--- src/rtl/sif_bridge.sv ---
// X-to-W register write bridge: shadow register file with read-back,
// show-ahead forwarding FIFO to the W side, and dropped-write accounting.
module sif_bridge #(
  parameter int AW         = 16,
  parameter int DW         = 16,
  parameter int REG_COUNT  = 16,
  parameter int FIFO_DEPTH = 4
) (
  input  logic          clk,
  input  logic          rst_n,
  input  logic [AW-1:0] xa_addr,
  input  logic [DW-1:0] xa_data_wr,
  input  logic          xa_wr_s,
  input  logic          xa_rd_s,
  output logic [DW-1:0] xa_data_rd,
  output logic          xa_rd_vld,
  output logic          xa_full,
  output logic [AW-1:0] wa_addr,
  output logic [DW-1:0] wa_data_wr,
  output logic          wa_wr_s,
  input  logic          wa_ready,
  output logic [7:0]    drop_cnt,
  output logic          ovf
);

  localparam int IW = $clog2(REG_COUNT);
  localparam int PW = $clog2(FIFO_DEPTH);
  localparam logic [PW:0] FULL_CNT = (PW+1)'(FIFO_DEPTH);
  localparam logic [AW:0] REG_LIM  = (AW+1)'(REG_COUNT);

  typedef struct packed {
    logic [AW-1:0] addr;
    logic [DW-1:0] data;
  } ent_t;

  ent_t          fifo   [FIFO_DEPTH];
  logic [DW-1:0] shadow [REG_COUNT];
  logic [PW-1:0] wr_ptr;
  logic [PW-1:0] rd_ptr;
  logic [PW:0]   count;
  logic [PW:0]   count_nxt;
  logic [IW-1:0] idx;
  logic          in_range;
  logic          full;
  logic          push;
  logic          pop;
  logic          drop;

  assign idx      = xa_addr[IW-1:0];
  assign in_range = {1'b0, xa_addr} < REG_LIM;
  assign full     = count == FULL_CNT;
  assign push     = xa_wr_s && !full;
  assign drop     = xa_wr_s && full;
  assign pop      = wa_wr_s && wa_ready;

  assign wa_wr_s    = count != '0;
  assign wa_addr    = fifo[rd_ptr].addr;
  assign wa_data_wr = fifo[rd_ptr].data;

  always_comb begin
    count_nxt = count;
    unique case ({push, pop})
      2'b10:   count_nxt = count + 1'b1;
      2'b01:   count_nxt = count - 1'b1;
      default: count_nxt = count;
    endcase
  end

  // Cleared entries keep the W-side head at zero out of reset
  always_ff @(posedge clk or negedge rst_n) begin
    if (!rst_n) begin
      for (int i = 0; i < FIFO_DEPTH; i++)
        fifo[i] <= '0;
      wr_ptr  <= '0;
      rd_ptr  <= '0;
      count   <= '0;
      xa_full <= 1'b0;
    end else begin
      if (push) begin
        fifo[wr_ptr] <= '{addr: xa_addr, data: xa_data_wr};
        wr_ptr       <= wr_ptr + 1'b1;
      end
      if (pop)
        rd_ptr <= rd_ptr + 1'b1;
      count   <= count_nxt;
      xa_full <= count_nxt == FULL_CNT;
    end
  end

  always_ff @(posedge clk or negedge rst_n) begin
    if (!rst_n) begin
      for (int i = 0; i < REG_COUNT; i++)
        shadow[i] <= '0;
    end else if (push && in_range) begin
      shadow[idx] <= xa_data_wr;
    end
  end

  // Read samples the shadow before this edge's write lands
  always_ff @(posedge clk or negedge rst_n) begin
    if (!rst_n) begin
      xa_rd_vld  <= 1'b0;
      xa_data_rd <= '0;
    end else begin
      xa_rd_vld  <= xa_rd_s;
      xa_data_rd <= (xa_rd_s && in_range) ? shadow[idx] : '0;
    end
  end

  always_ff @(posedge clk or negedge rst_n) begin
    if (!rst_n) begin
      drop_cnt <= '0;
      ovf      <= 1'b0;
    end else if (drop) begin
      ovf <= 1'b1;
      if (drop_cnt != 8'hFF)
        drop_cnt <= drop_cnt + 1'b1;
    end
  end

endmodule

--- config.mk ---
export PLATFORM = sky130hd
export DESIGN_NAME = sif_bridge
export DESIGN_NICKNAME = d
export VERILOG_FILES = /design/src/rtl/sif_bridge.sv
export SDC_FILE = /design/constraint.sdc
export NUM_CORES = 1
export LEC_CHECK = 0
export BUFFER_PORTS_ARGS = -buffer_cell sky130_fd_sc_hd__clkbuf_2
export CAP_MARGIN = 20
export CORE_MARGIN = 1
export CORE_UTILIZATION = 45
export CTS_BUF_LIST = sky130_fd_sc_hd__clkbuf_4
export DETAILED_ROUTE_END_ITERATION = 6
export PLACE_DENSITY = 0.61
export SLEW_MARGIN = 20
export SYNTH_ARGS = -nofsm -noshare
export SYNTH_HDL_FRONTEND = slang
export SYNTH_SLANG_ARGS = --single-unit
--- constraint.sdc ---
create_clock -name clk -period 2.5 [get_ports clk]
set_input_delay 0.5 -clock clk [delete_from_list [all_inputs] [get_ports clk]]
set_output_delay 0.5 -clock clk [all_outputs]
set_load 0.05 [all_outputs]
Word-level counts from Yosys, hierarchy flattened
Cells that the tools add are included.
{"block": "word_totals", "register_bits": 418}
{"block": "op_classes", "n_addsub": 5, "n_lt_le_gt_ge": 6, "n_eq_ne": 5, "mux": 14, "bitwise": 3, "reduce_logical": 10}
{"cell": "256-bit bitwise mux", "count": 1}
{"cell": "128-bit bitwise mux", "count": 1}
{"cell": "32-bit two-way mux", "count": 3}
{"cell": "16-bit binary-select mux with 4-bit select", "count": 1}
{"cell": "32-bit binary-select mux with 2-bit select", "count": 1}
{"cell": "16-bit demux with 4-bit select", "count": 1}
{"cell": "32-bit demux with 2-bit select", "count": 1}
{"cell": "16-bit two-way mux", "count": 4}
{"cell": "16-bit by 5-bit < comparator with 1-bit output (second input constant)", "count": 1}
{"cell": "8-bit by 1-bit adder with 8-bit output (second input constant)", "count": 1}
{"cell": "8-bit inequality test (second input constant)", "count": 1}
{"cell": "1-bit logical AND", "count": 7}
{"cell": "3-bit equality test (second input constant)", "count": 2}
{"cell": "3-bit >= comparator (second input constant)", "count": 2}
{"cell": "2-bit NOT with 3-bit output", "count": 2}
{"cell": "3-bit case mux with 2 select lines", "count": 1}
{"cell": "5-bit >= comparator (second input constant)", "count": 1}
{"cell": "5-bit by 1-bit < comparator with 1-bit output (second input constant)", "count": 1}
{"cell": "4-bit NOT with 5-bit output", "count": 1}
{"cell": "2-bit by 1-bit adder with 2-bit output (second input constant)", "count": 2}
{"cell": "3-bit by 1-bit adder with 3-bit output (second input constant)", "count": 1}
{"cell": "3-bit by 1-bit < comparator with 1-bit output (second input constant)", "count": 1}
{"cell": "3-bit nonzero test", "count": 1}
{"cell": "3-bit by 1-bit subtractor with 3-bit output (second input constant)", "count": 1}
{"cell": "other kinds (4)", "count": 4}

Longest topological paths before layout
{"block": "logic_depth", "word_depth": 6, "depth_mapped": 12, "depth_no_buf": 10}

Worst setup path after synthesis
No wires, ideal clock.
{"block": "synth_timing", "path_kind": "reg2reg", "startpoint": "register count[0]", "endpoint": "register xa_full", "setup_time_ps": 88, "arrival_time_ps": 2513, "required_ps": 2412, "setup_slack_ps": -101, "path_stages_with_launch": 12, "n_path_buf": 2, "period_less_slack_ps": 2601, "path_cell_list": "dfrtp_1 -> o31a_1 -> clkbuf_8 -> inv_2 -> buf_6 -> ha_1 -> inv_1 -> fa_1 -> xor2_1 -> nor2_1 -> xnor2_1 -> nor3b_1"}
{"block": "synth_between", "elab_chain_len": 6, "elab_cells_between_ends": 11, "classes_between": "add/sub (2); eq/ne (4); mux (1); reduce/logical (4)"}
{"item": "start, declared", "line_no": "40", "source": "logic [PW:0] count;"}
{"item": "start signal, assigned", "line_no": "85", "source": "count <= count_nxt;"}
{"item": "3-bit equality test", "line_no": "51", "source": "assign full = count == FULL_CNT;"}
{"item": "1-bit zero test", "line_no": "52", "source": "assign push = xa_wr_s && !full;"}
{"item": "1-bit logical AND", "line_no": "52"}
{"item": "2-bit by 1-bit equality test with 1-bit output / 2-bit equality test (equally long branches)", "line_no": "62", "source": "unique case ({push, pop})"}
{"item": "3-bit case mux with 2 select lines *", "line_no": "62"}
{"item": "via count_nxt[2]", "line_no": "41", "source": "logic [PW:0] count_nxt;"}
{"item": "3-bit equality test *", "line_no": "86", "source": "xa_full <= count_nxt == FULL_CNT;"}
{"item": "end signal, assigned", "line_no": "77", "source": "xa_full <= 1'b0;"}
{"item": "end signal, assigned", "line_no": "86"}
{"item": "end, declared", "line_no": "17", "source": "output logic xa_full,"}
The timed path passes the listed nets; every way through them passes the cells marked *.
A chain may end at the register's enable or synchronous reset.

Worst setup path after layout
{"block": "layout_timing", "startpoint": "register rd_ptr[0]", "endpoint": "output port wa_data_wr[14]"}
{"block": "layout_between", "elab_chain_len": 4}
{"item": "start, declared", "line_no": "39", "source": "logic [PW-1:0] rd_ptr;"}
{"item": "start signal, assigned", "line_no": "84", "source": "rd_ptr <= rd_ptr + 1'b1;"}
{"item": "2-bit NOT with 3-bit output (implied by the code)", "line_no": "58", "source": "assign wa_data_wr = fifo[rd_ptr].data;"}
{"item": "32-bit binary-select mux with 2-bit select", "line_no": "58"}
{"item": "32-bit two-way mux (implied by the code) (2 in a row)", "line_no": "58"}
{"item": "end, declared", "line_no": "19", "source": "output logic [DW-1:0] wa_data_wr,"}
Every way passes these cells. The select of a mux whose other input is x is not followed.

==> qor.txt <==
run status: complete, but fails checks
failing checks: setup timing
Required @ worst endpoint: 2000 ps
die area: 43600 sq um
Final setup viols: 32
P_leak: 0.0107 uW
initial antenna violation count: 2
Tmin final: 2700 ps
RePlAce Congestion: 0.765
clock power share: 25.6%
max frequency: 371 MHz
Seq. cell area: 10500 sq um
clock tree root buffer cell: clkbuf_4
Max-Cap Viols: 0
cell-internal power: 15400 uW
DRT Pass-1 Iters: 4
CP arrival: 2200 ps
Slew Limit Fails: 0
core area: 42000 sq um
crit path kind: register to primary output
Sw Share: 33.5%
first-pass GRT wire length: 70.4 mm
H-Tree Depth: 3
Most Frequent Cell on Critical Path: buf_12
Layout Nets: 1402
crit path buf inv count: 2
routed length per instance: 22.0 um
Die Width: 209 um
Iter 0 DRT Violations: 576
syn_area_per_cell: 16.7 sq um
Switch Pwr: 7750 uW
share of post-route cells with drive strength above 1: 59.5%
area leader, netlist: dfrtp_1
Via density: 5.45
Worst-Margin Slew: 525 ps
Crit. End Element: primary output
Die Y: 209 um
Setup TNS: -5080 ps
pin count of the biggest net entering global routing: 83
area delta synth->final: 18.2%
CTS sink cnt: 418
critical path startpoint category: register
Clock Latency Late Sink: 800 ps
Seq/Total Area, Yosys: 54.4%
Synth Instances: 1150
Post-synth ARST share: 100%
CP max stage cell: mux4_2
Worst Hold Class: input pin to async pin
Cell Area, Synth: 19200 sq um
RSZ-0062 raised after global routing: yes
Area contributors post-synth: dfrtp_1 54%, mux2_2 17%, mux4_2 11%
CP delay by family, top: multiplexers
placement row count: 75
GRT Util Overall: 21.1%
Layout Skew: 37.2 ps
Filler cells: 3465
Post-DP HPWL: 27.7 mm
# DRC: 0
synthesis-stage register bit count: 418
yosys warns: 0
crit-path cells: buf_12 -> mux4_2 -> buf_12
most common cell in the netlist: dfrtp_1
EDFF count, synth: 0
Final Hold Vio Count: 0
R2R depth: 9
number of buffers created by CTS: 112
vias post-DR: 10800
Netlist cell types: 44
Largest stage delay, worst path: 590 ps
vias in the first global route: 11900
post-route worst setup slack: -197 ps
Period Utilization, post-route: 108%
Max FO, Critical Path: 17
Max transition margin: 65.0%
Top Ports: 97
Mapped Nets: 1194
Max clock buf depth: 3
CP Depth: 3
Worst-path clk slew: 70 ps
number of port buffers: 96
post-layout util: 54.1%
Yosys top cell area share: 54.4%
synth cell count leaders: 418 x dfrtp_1, 282 x mux2_2, 100 x mux2_4, 94 x mux4_2, 59 x clkbuf_1
multi-input combinational cell area: 8200 sq um
Remaining Overflow, GRT: 0
Post-Route WL: 43.7 mm
power per cell area: 1020 nW/um^2
sequential share of power: 36.9%
most common flop cell mapped by yosys: dfrtp_1
CTS tree: built
VDD IR max: 935 uV
combinational power share: 37.5%
initial core utilization: 45.8%
Post-DRT Antenna Nets: 0
layer usage:
layer | share of wire (%) | vias to the layer above | track usage (%)
li1 | - | 4776 | -
met1 | 47 | 5786 | 29.8
met2 | 47 | 196 | 32.0
met3 | 4.1 | 71 | 5.11
met4 | 1.9 | 0 | 7.00
met5 | 0 | - | 0
flip-flops by register name, indices dropped and copies added (netlist names):
signal,flops
ovf,1
xa_rd_vld,1
fifo,128
count,3
drop_cnt,8
wr_ptr,2
shadow,256
xa_data_rd,16
rd_ptr,2
xa_full,1
layout by cell type, fill, tap and decap left out, types with 2 or more instances in the layout:
master,count
and2_1,2
xor2_1,5
dlygate4sd3_1,16
or2_2,2
clkinv_1,22
a211oi_1,30
ha_1,6
buf_4,67
nor4_4,16
mux2_2,282
mux4_2,94
o21ai_0,2
buf_12,48
inv_1,7
clkbuf_2,61
or2b_4,2
nor2b_1,16
clkbuf_4,175
nand2b_1,2
a221oi_1,2
mux2_1,3
buf_8,2
mux2_4,100
clkinv_2,2
nor4_2,3
nand2_1,10
inv_2,3
and3_1,2
diode_2,2
mux2i_1,20
nand3_1,3
dfrtp_1,417
xnor2_1,8
worst register-to-register path: cells and delay by family (launching register included):
kind	cells	cell delay [ps]
AO/OA/AOI/OAI	1	390
XOR/XNOR	2	310
adder cells (fa/ha/maj)	2	600
buffers and inverters	2	240
flip-flops	1	430
AND/OR/NAND/NOR	2	340
final timing paths:
kind / startpoint / end / slack, ps
worst max-delay path: rd_ptr[0] / wa_data_wr[14] / -200
worst min-delay path: rst_n / fifo[96] / 210
worst max register to register: count[0] / xa_full / 120
worst min register to register: ovf / ovf / 460
max in group asynchronous: rst_n / shadow[220] / 1500
min in group clk: xa_data_wr[0] / shadow[160] / 270
power groups by stage:
stage	sequential (uW)	combinational [uW]	clock, uW
after floorplan	8590	5110	0
after global placement	8580	8660	0
after detailed placement	8650	8720	0
after CTS	8530	8800	6180
after global routing	8680	9090	6570
final	8530	8690	5930
timing repair:
item,CTS,global route
cloned,0,0
setup buffers,1,0
resized for setup,2,2
setup endpoints to repair,32,33
endpoints found under the hold margin,426,0
hold buffers,16,0
final cells by class:
type | instances | area share, %
timing repair buffer | 194 | 8.61
clock inverter | 27 | 0.456
multi-input combinational | 624 | 36.0
antenna | 2 | 0.0220
inverter | 8 | 0.154
tap | 539 | 2.96
clock buffer | 175 | 5.77
sequential | 418 | 46.0
logic make-up after synthesis:
logic type | synth area share (%)
xor gates and xnor gates | 0.592
and+or+nand+nor | 3.47
DFF | 54.4
buffers and inverters | 3.04
muxes | 36.5
adders and majority gates | 0.494
AOI/OAI and AO/OA | 1.50
metrics by stage:
| stage | hold slack, ps | std cells | cell area (sq um) | total power [uW] | setup slack, ps |
|---|---|---|---|---|---|
| 2_1_floorplan | 204 | 1150 | 19200 | 13700 | 2.87 |
| 3_3_place_gp | 424 | 1766 | 21100 | 17200 | -202 |
| 6_report | 206 | 1987 | 22700 | 23200 | -197 |
| 4_1_cts | 119 | 1985 | 22700 | 23500 | -322 |
| 3_5_place_dp | 427 | 1766 | 21100 | 17400 | -147 |
| 5_1_grt | 140 | 1987 | 22700 | 24300 | -346 |
Power figures use the tool's default switching activity.
